<file path="src/rtl/wb_writeback_stage.sv">
// MEM/WB pipeline register with load formatting and register-file write gating.
// Also keeps a free-running retired-instruction counter for bring-up.
module wb_writeback_stage #(
  parameter int COUNT_WIDTH = 32,
  parameter bit BIG_ENDIAN  = 1'b1
) (
  input  logic                   clk,
  input  logic                   rst_n,
  input  logic                   in_stall,
  input  logic                   in_flush,
  input  logic                   in_valid,
  input  logic                   in_RegWrite,
  input  logic                   in_MemToReg,
  input  logic [1:0]             in_load_mode,
  input  logic [4:0]             in_write_register,
  input  logic [31:0]            in_alu_result,
  input  logic [31:0]            in_read_data,
  output logic [4:0]             write_register_out,
  output logic [31:0]            write_data_out,
  output logic                   RegWrite_out,
  output logic                   valid_out,
  output logic                   align_error_out,
  output logic [COUNT_WIDTH-1:0] retired_count_out
);

  typedef enum logic [1:0] {
    LM_WORD  = 2'b00,
    LM_HALF  = 2'b01,
    LM_BYTE  = 2'b10,
    LM_UBYTE = 2'b11
  } load_mode_e;

  logic                   valid_q;
  logic                   regwrite_q;
  logic                   memtoreg_q;
  load_mode_e             load_mode_q;
  logic [4:0]             wreg_q;
  logic [31:0]            alu_q;
  logic [31:0]            rdata_q;
  logic [COUNT_WIDTH-1:0] count_q;

  logic                   leave_stage;

  // Contents leave on any edge that is not a pure stall; a flush drops them after they count.
  assign leave_stage = valid_q & (~in_stall | in_flush);

  always_ff @(posedge clk or negedge rst_n) begin
    if (!rst_n) begin
      valid_q     <= 1'b0;
      regwrite_q  <= 1'b0;
      memtoreg_q  <= 1'b0;
      load_mode_q <= LM_WORD;
      wreg_q      <= '0;
      alu_q       <= '0;
      rdata_q     <= '0;
    end else if (in_flush || !in_stall) begin
      valid_q     <= in_valid & ~in_flush;
      regwrite_q  <= in_RegWrite;
      memtoreg_q  <= in_MemToReg;
      load_mode_q <= load_mode_e'(in_load_mode);
      wreg_q      <= in_write_register;
      alu_q       <= in_alu_result;
      rdata_q     <= in_read_data;
    end
  end

  always_ff @(posedge clk or negedge rst_n) begin
    if (!rst_n) begin
      count_q <= '0;
    end else if (leave_stage) begin
      count_q <= count_q + COUNT_WIDTH'(1);
    end
  end

  logic [1:0]  off;
  logic [1:0]  byte_lane;
  logic        half_upper;
  logic [7:0]  byte_val;
  logic [15:0] half_val;
  logic [31:0] load_data;
  logic        misaligned;

  assign off        = alu_q[1:0];
  // Lanes are counted from the LSB; big-endian offset 0 lives in the top lane.
  assign byte_lane  = BIG_ENDIAN ? ~off : off;
  assign half_upper = BIG_ENDIAN ? ~off[1] : off[1];
  assign byte_val   = rdata_q[{byte_lane, 3'b000} +: 8];
  assign half_val   = half_upper ? rdata_q[31:16] : rdata_q[15:0];

  always_comb begin
    load_data  = rdata_q;
    misaligned = 1'b0;
    case (load_mode_q)
      LM_WORD: begin
        load_data  = rdata_q;
        misaligned = (off != 2'b00);
      end
      LM_HALF: begin
        load_data  = {{16{half_val[15]}}, half_val};
        misaligned = off[0];
      end
      LM_BYTE: begin
        load_data  = {{24{byte_val[7]}}, byte_val};
      end
      LM_UBYTE: begin
        load_data  = {24'd0, byte_val};
      end
      default: begin
        load_data  = rdata_q;
        misaligned = 1'b0;
      end
    endcase
  end

  assign align_error_out    = valid_q & memtoreg_q & misaligned;
  assign write_data_out     = memtoreg_q ? load_data : alu_q;
  assign write_register_out = wreg_q;
  assign RegWrite_out       = valid_q & regwrite_q & (wreg_q != 5'd0) & ~align_error_out;
  assign valid_out          = valid_q;
  assign retired_count_out  = count_q;

endmodule

</file>
<file path="config.mk">
export PLATFORM = sky130hd
export DESIGN_NAME = wb_writeback_stage
export DESIGN_NICKNAME = d
export VERILOG_FILES = /design/src/rtl/wb_writeback_stage.sv
export SDC_FILE = /design/constraint.sdc
export NUM_CORES = 1
export LEC_CHECK = 0
export CORE_MARGIN = 2
export CORE_UTILIZATION = 52
export DETAILED_ROUTE_END_ITERATION = 8
export GPL_ROUTABILITY_DRIVEN = 0
export PLACE_DENSITY_LB_ADDON = 0.3
export RECOVER_POWER = 50
export SYNTH_ARGS = -nofsm -noshare
export SYNTH_HDL_FRONTEND = slang
export SYNTH_SLANG_ARGS = --single-unit
</file>
<file path="constraint.sdc">
create_clock -name clk -period 3 [get_ports clk]
set_clock_uncertainty 0.15 [all_clocks]
set_input_delay 0.6 -clock clk [delete_from_list [all_inputs] [get_ports clk]]
set_output_delay 0.6 -clock clk [all_outputs]
set_load 0.01 [all_outputs]
</file>
After elaboration in Yosys (flattened, before gate mapping)

Cells that the tools add are included.

Register bits after elaboration: 106
Input bits: 78
Word-level logic and storage cells: 34
Output and inout bits: 72

Muxes and demuxes: 4
Equal/unequal tests: 3
Bitwise logic cells: 12
Reduce and logical (&&, ||, !) cells: 5
$add $sub $neg: 1
Shifts and indexed selects: 1

Operators with widths:

| kind                  | number |
|---|---|
| $pmux 32 s4           | 1 |
| $add 32x1->32 const B | 1 |
| $mux 32               | 1 |
| $shiftx 32x6->8       | 1 |
| $mux 16               | 1 |
| $and 1x1->1           | 7 |
| $reduce_bool 5->1     | 1 |
| $eq 2x2->1 const B    | 2 |
| $not 1->1             | 3 |
| $eq 2x1->1 const B    | 1 |
| $logic_not 2->1       | 1 |
| $not 2->2             | 1 |
| $pmux 1 s2            | 1 |
| $reduce_bool 2->1     | 1 |
| $logic_not 1->1       | 1 |
| $logic_or 1x1->1      | 1 |
| $or 1x1->1            | 1 |

Depth between registers and ports, before layout

Depth after elaboration: 5
Depth in mapped cells: 6

Least setup slack after synthesis

OpenSTA, ideal clock, no wires.

Path kind: register to output
Start: register alu_q[1]
End: output port write_data_out[21]
Cell stages (with the launch flop): 7
Path buffers: 2
Slack: 711 ps
Arrival: 1539 ps
Cells stage by stage: dfrtp_1 buf_6 mux2_4 a22oi_4 o221ai_4 buf_6 o22a_1

Cells in the longest elaborated chain, start to end: 4
Elaborated cells between the ends (all ways): 5

Ends and longest elaborated chain:

| item                     | line | RTL |
|---|---|---|
| start: declaration       | 38   | `logic [31:0] alu_q;` |
| start signal: assignment | 62   | `alu_q <= in_alu_result;` |
| $not 2->2                | 85   | `assign byte_lane = BIG_ENDIAN ? ~off : off;` |
| $shiftx 32x6->8          | 87   | `assign byte_val = rdata_q[{byte_lane, 3'b000} +: 8];` |
| $pmux 32 s4 *            | 93   | `case (load_mode_q)` |
| $mux 32 *                | 116  | `assign write_data_out = memtoreg_q ? load_data : alu_q;` |
| end: declaration         | 19   | `output logic [31:0] write_data_out,` |

Mark *: on every way between the ends. The rest lies on a longest branch, timed or not.

Final worst setup path

Start: register alu_q[1]
End: output port write_data_out[12]

Same word-level chain as after synthesis.

==> run summary <==
share of cells above drive strength 1 = 9.13%
GRT overflow = 0
Core ar. = 0.00973 mm²
RSZ-0062 raised after global routing = yes
Register Area = 0.00266 mm²
Yosys top cell by area = dfrtp_1
crit share post-route = 101%
fillcell total = 746
Synth warnings = 0
fin nets = 809
FF-to-FF path depth = 4
biggest cell delay along the critical path = 0.48 ns
cell count after placement = 844
die height = 104 µm
CTS root buffer = clkbuf_8
CP Capture Type = primary output
TritonCTS buffer count = 9
Leakage Power = 3.34 nW
sequential fraction of the synthesis area = 51.0%
worst reg2reg setup slack = 0.95 ns
Non-Filler Instances = 867
WL/cell = 16.2 µm
DR vias/cell = 5.33
min-delay src = alu_q[29]$_DFFE_PN0N_
drt drc = 0
top-area cell type share of the netlist area = 51.0%
CTS H-tree depth = 3
failing checks = capacitance limit, slew limit, setup timing
critical path's slowest cell = clkdlybuf4s50_1
CTS tree = built
Max clock buf depth = 2
critical path class = flip-flop to primary output
global-route met1 utilization = 35.6%
Ports = 150
Crit Reg-Reg Startpoint = valid_out$_DFFE_PN0N_
initial core utilization = 53.5%
drt total wl = 14.0 mm
RR Endpoint = retired_count_out[25]$_DFFE_PN0P_
CP top delay family = buffers and inverters
endpoints failing setup = 3
required time worst endpoint = 2.25 ns
Synth Area per Inst = 8.95 µm²
GR met2 Demand/Resource = 42.5%
pre-CTS setup slack = 0.0575 ns
Area Growth Syn to Fin = 36.6%
GR met3 Demand/Resource = 6.83%
largest net degree at the start of global routing = 78
Yosys reg bits = 106
clock slew seen by the registers of the worst setup and hold paths = 0.10 ns
Synth area leaders = dfrtp_1, nand2_1, o22a_1
gr usage total = 26.3%
ys async rst share = 100%
crit path max fanout = 12
CP cell instances = buf_8, nand2b_4, buf_6, mux2i_1, nor2_1, o22a_1, clkdlybuf4s50_1
WP data arrival = 2.27 ns
Post-synth EDFFs = 0
outcome = complete, but fails checks
Tmin final = 3.02 ns
commonest non-fill, non-tap cell in the layout = nand2_1
sum of buffers and inverters on the critical path = 3
initial antenna violation count = 0
Slew @ Worst Pin = 1.69 ns
Mapped Cells = 581
MaxCap Viol Count = 2
die width = 104 µm
P per Cell Area = 473 mW/mm²
vias = 4,624
GR peak layer = met2
area of the multi-input gates = 0.00242 mm²
Slew headroom = -13.0%
drt first pass iters = 5
synth unique cells = 42
DR iter-0 viols = 228
IO buf count = 149
Hold Violations, Final = 0
Max Slew Vio Count = 30
HPWL Detailed = 10.0 mm
synthesized area = 0.00520 mm²
design area = 0.00711 mm²
vias in the first global route = 4,587
FMAX = 0.331 GHz
Antenna Nets Post-Route = 0
peak supply drop = 255 µV
commonest cells after routing, fill and taps aside = nand2_1, clkdlybuf4s50_1, dfrtp_1
Worst-Skew Late Latency = 0.36 ns
hold path depth = 2
Num Clock Sinks = 106
n_diodes = 0
Setup WS post-layout = -0.0224 ns
Most used DFF post-synth = dfrtp_1
Placed Area = 0.00684 mm²
startpoint types = flip-flop
Die ar. = 0.0108 mm²
worst hold endpoint = alu_q[29]$_DFFE_PN0N_
HP Class = flip-flop to flip-flop
global-route wire length before repair = 22.9 mm
Mapped Nets = 660
row count = 36
==> logic make-up after synthesis <==
logic type | Yosys count | synth area share [%]
XOR/XNOR | 31 | 5.22
adder cells (fa/ha/maj) | 1 | 0.240
AND/OR/NAND/NOR | 332 | 28.0
flip-flops | 106 | 51.0
multiplexers | 20 | 3.99
buffers and inverters | 41 | 3.51
AO/OA/AOI/OAI | 50 | 8.08
==> worst max-delay path by stage <==
stage | from | cells after the start | end
2_1_floorplan | alu_q[1]$_DFFE_PN0N_ | 6 | write_data_out[21]
3_3_place_gp | load_mode_q[1]$_DFFE_PN0N_ | 5 | write_data_out[8]
6_report | alu_q[1]$_DFFE_PN0N_ | 7 | write_data_out[12]
4_1_cts | alu_q[1]$_DFFE_PN0N_ | 7 | write_data_out[12]
3_5_place_dp | load_mode_q[1]$_DFFE_PN0N_ | 5 | write_data_out[12]
5_1_grt | load_mode_q[1]$_DFFE_PN0N_ | 5 | write_data_out[1]
==> registers in the layout (all words and copies together), names as in the netlist <==
register            cells
rdata_q                32
load_mode_q             2
valid_out               1
alu_q                  32
memtoreg_q              1
retired_count_out      32
write_register_out      5
regwrite_q              1
==> worst reg2reg max path, stage by stage, from the launching register on <==
cell     delay, ns
dfrtp_1       0.48
and3_1        0.24
nor3b_2       0.67
nand4_1       0.22
xnor2_1       0.22
==> synth_stat cells, drive strengths merged, types with 2 or more instances <==
cell    number
a21oi        7
a221oi       6
and2        18
and3         6
and4         3
buf         19
clkbuf      15
dfrtp      106
inv          7
mux2         3
mux2i       17
nand2      229
nand2b       3
nand3        9
nand4       19
nand4b       2
nor2        27
nor3         6
nor4         6
o21ai        5
o22a        24
xnor2       24
xor2         7
==> final cells by class <==
| cell class | count | area share, % |
|---|---|---|
| flip-flops and latches | 106 | 37.4 |
| multi-input cells | 434 | 34.1 |
| repair buffers | 172 | 23.3 |
| well taps | 133 | 2.34 |
| clock buffers | 10 | 1.94 |
| clock inverters | 5 | 0.546 |
| inverters | 7 | 0.370 |
==> where the power goes <==
group | total (mW) | internal [mW] | switching (mW) | leakage [nW]
clock network | 0.809 | 0.327 | 0.482 | 0.0891
logic | 0.861 | 0.459 | 0.402 | 1.95
registers | 1.69 | 1.55 | 0.138 | 1.30
==> per-layer routing <==
layer / routed length, µm / share of wire (%)
met1: 6000 / 43
met2: 6750 / 48
met3: 1030 / 7.3
met4: 256 / 1.8
met5: 0 / 0
==> metrics by stage <==
stage | hold slack (ns) | util [%] | TNS [ns] | total power [mW]
after floorplan | 0.154 | - | 0 | 2.07
after global placement | 0.301 | 70.3 | 0 | 2.53
after detailed placement | 0.311 | 70.3 | 0 | 2.56
after CTS | 0.00666 | 73.0 | -0.186 | 3.36
after global routing | 0.343 | 73.0 | -0.528 | 3.51
final | 0.333 | 73.0 | -0.0360 | 3.36
==> timing repair <==
item,CTS,global route
endpoints found under the setup margin,32,26
buffers inserted,8,0
hold buffers,0,0
gates resized for setup,61,17
gates cloned,0,0
pin swaps,7,5
hold endpoints to repair,0,0
Note: power is estimated with default switching activity, not from simulation.
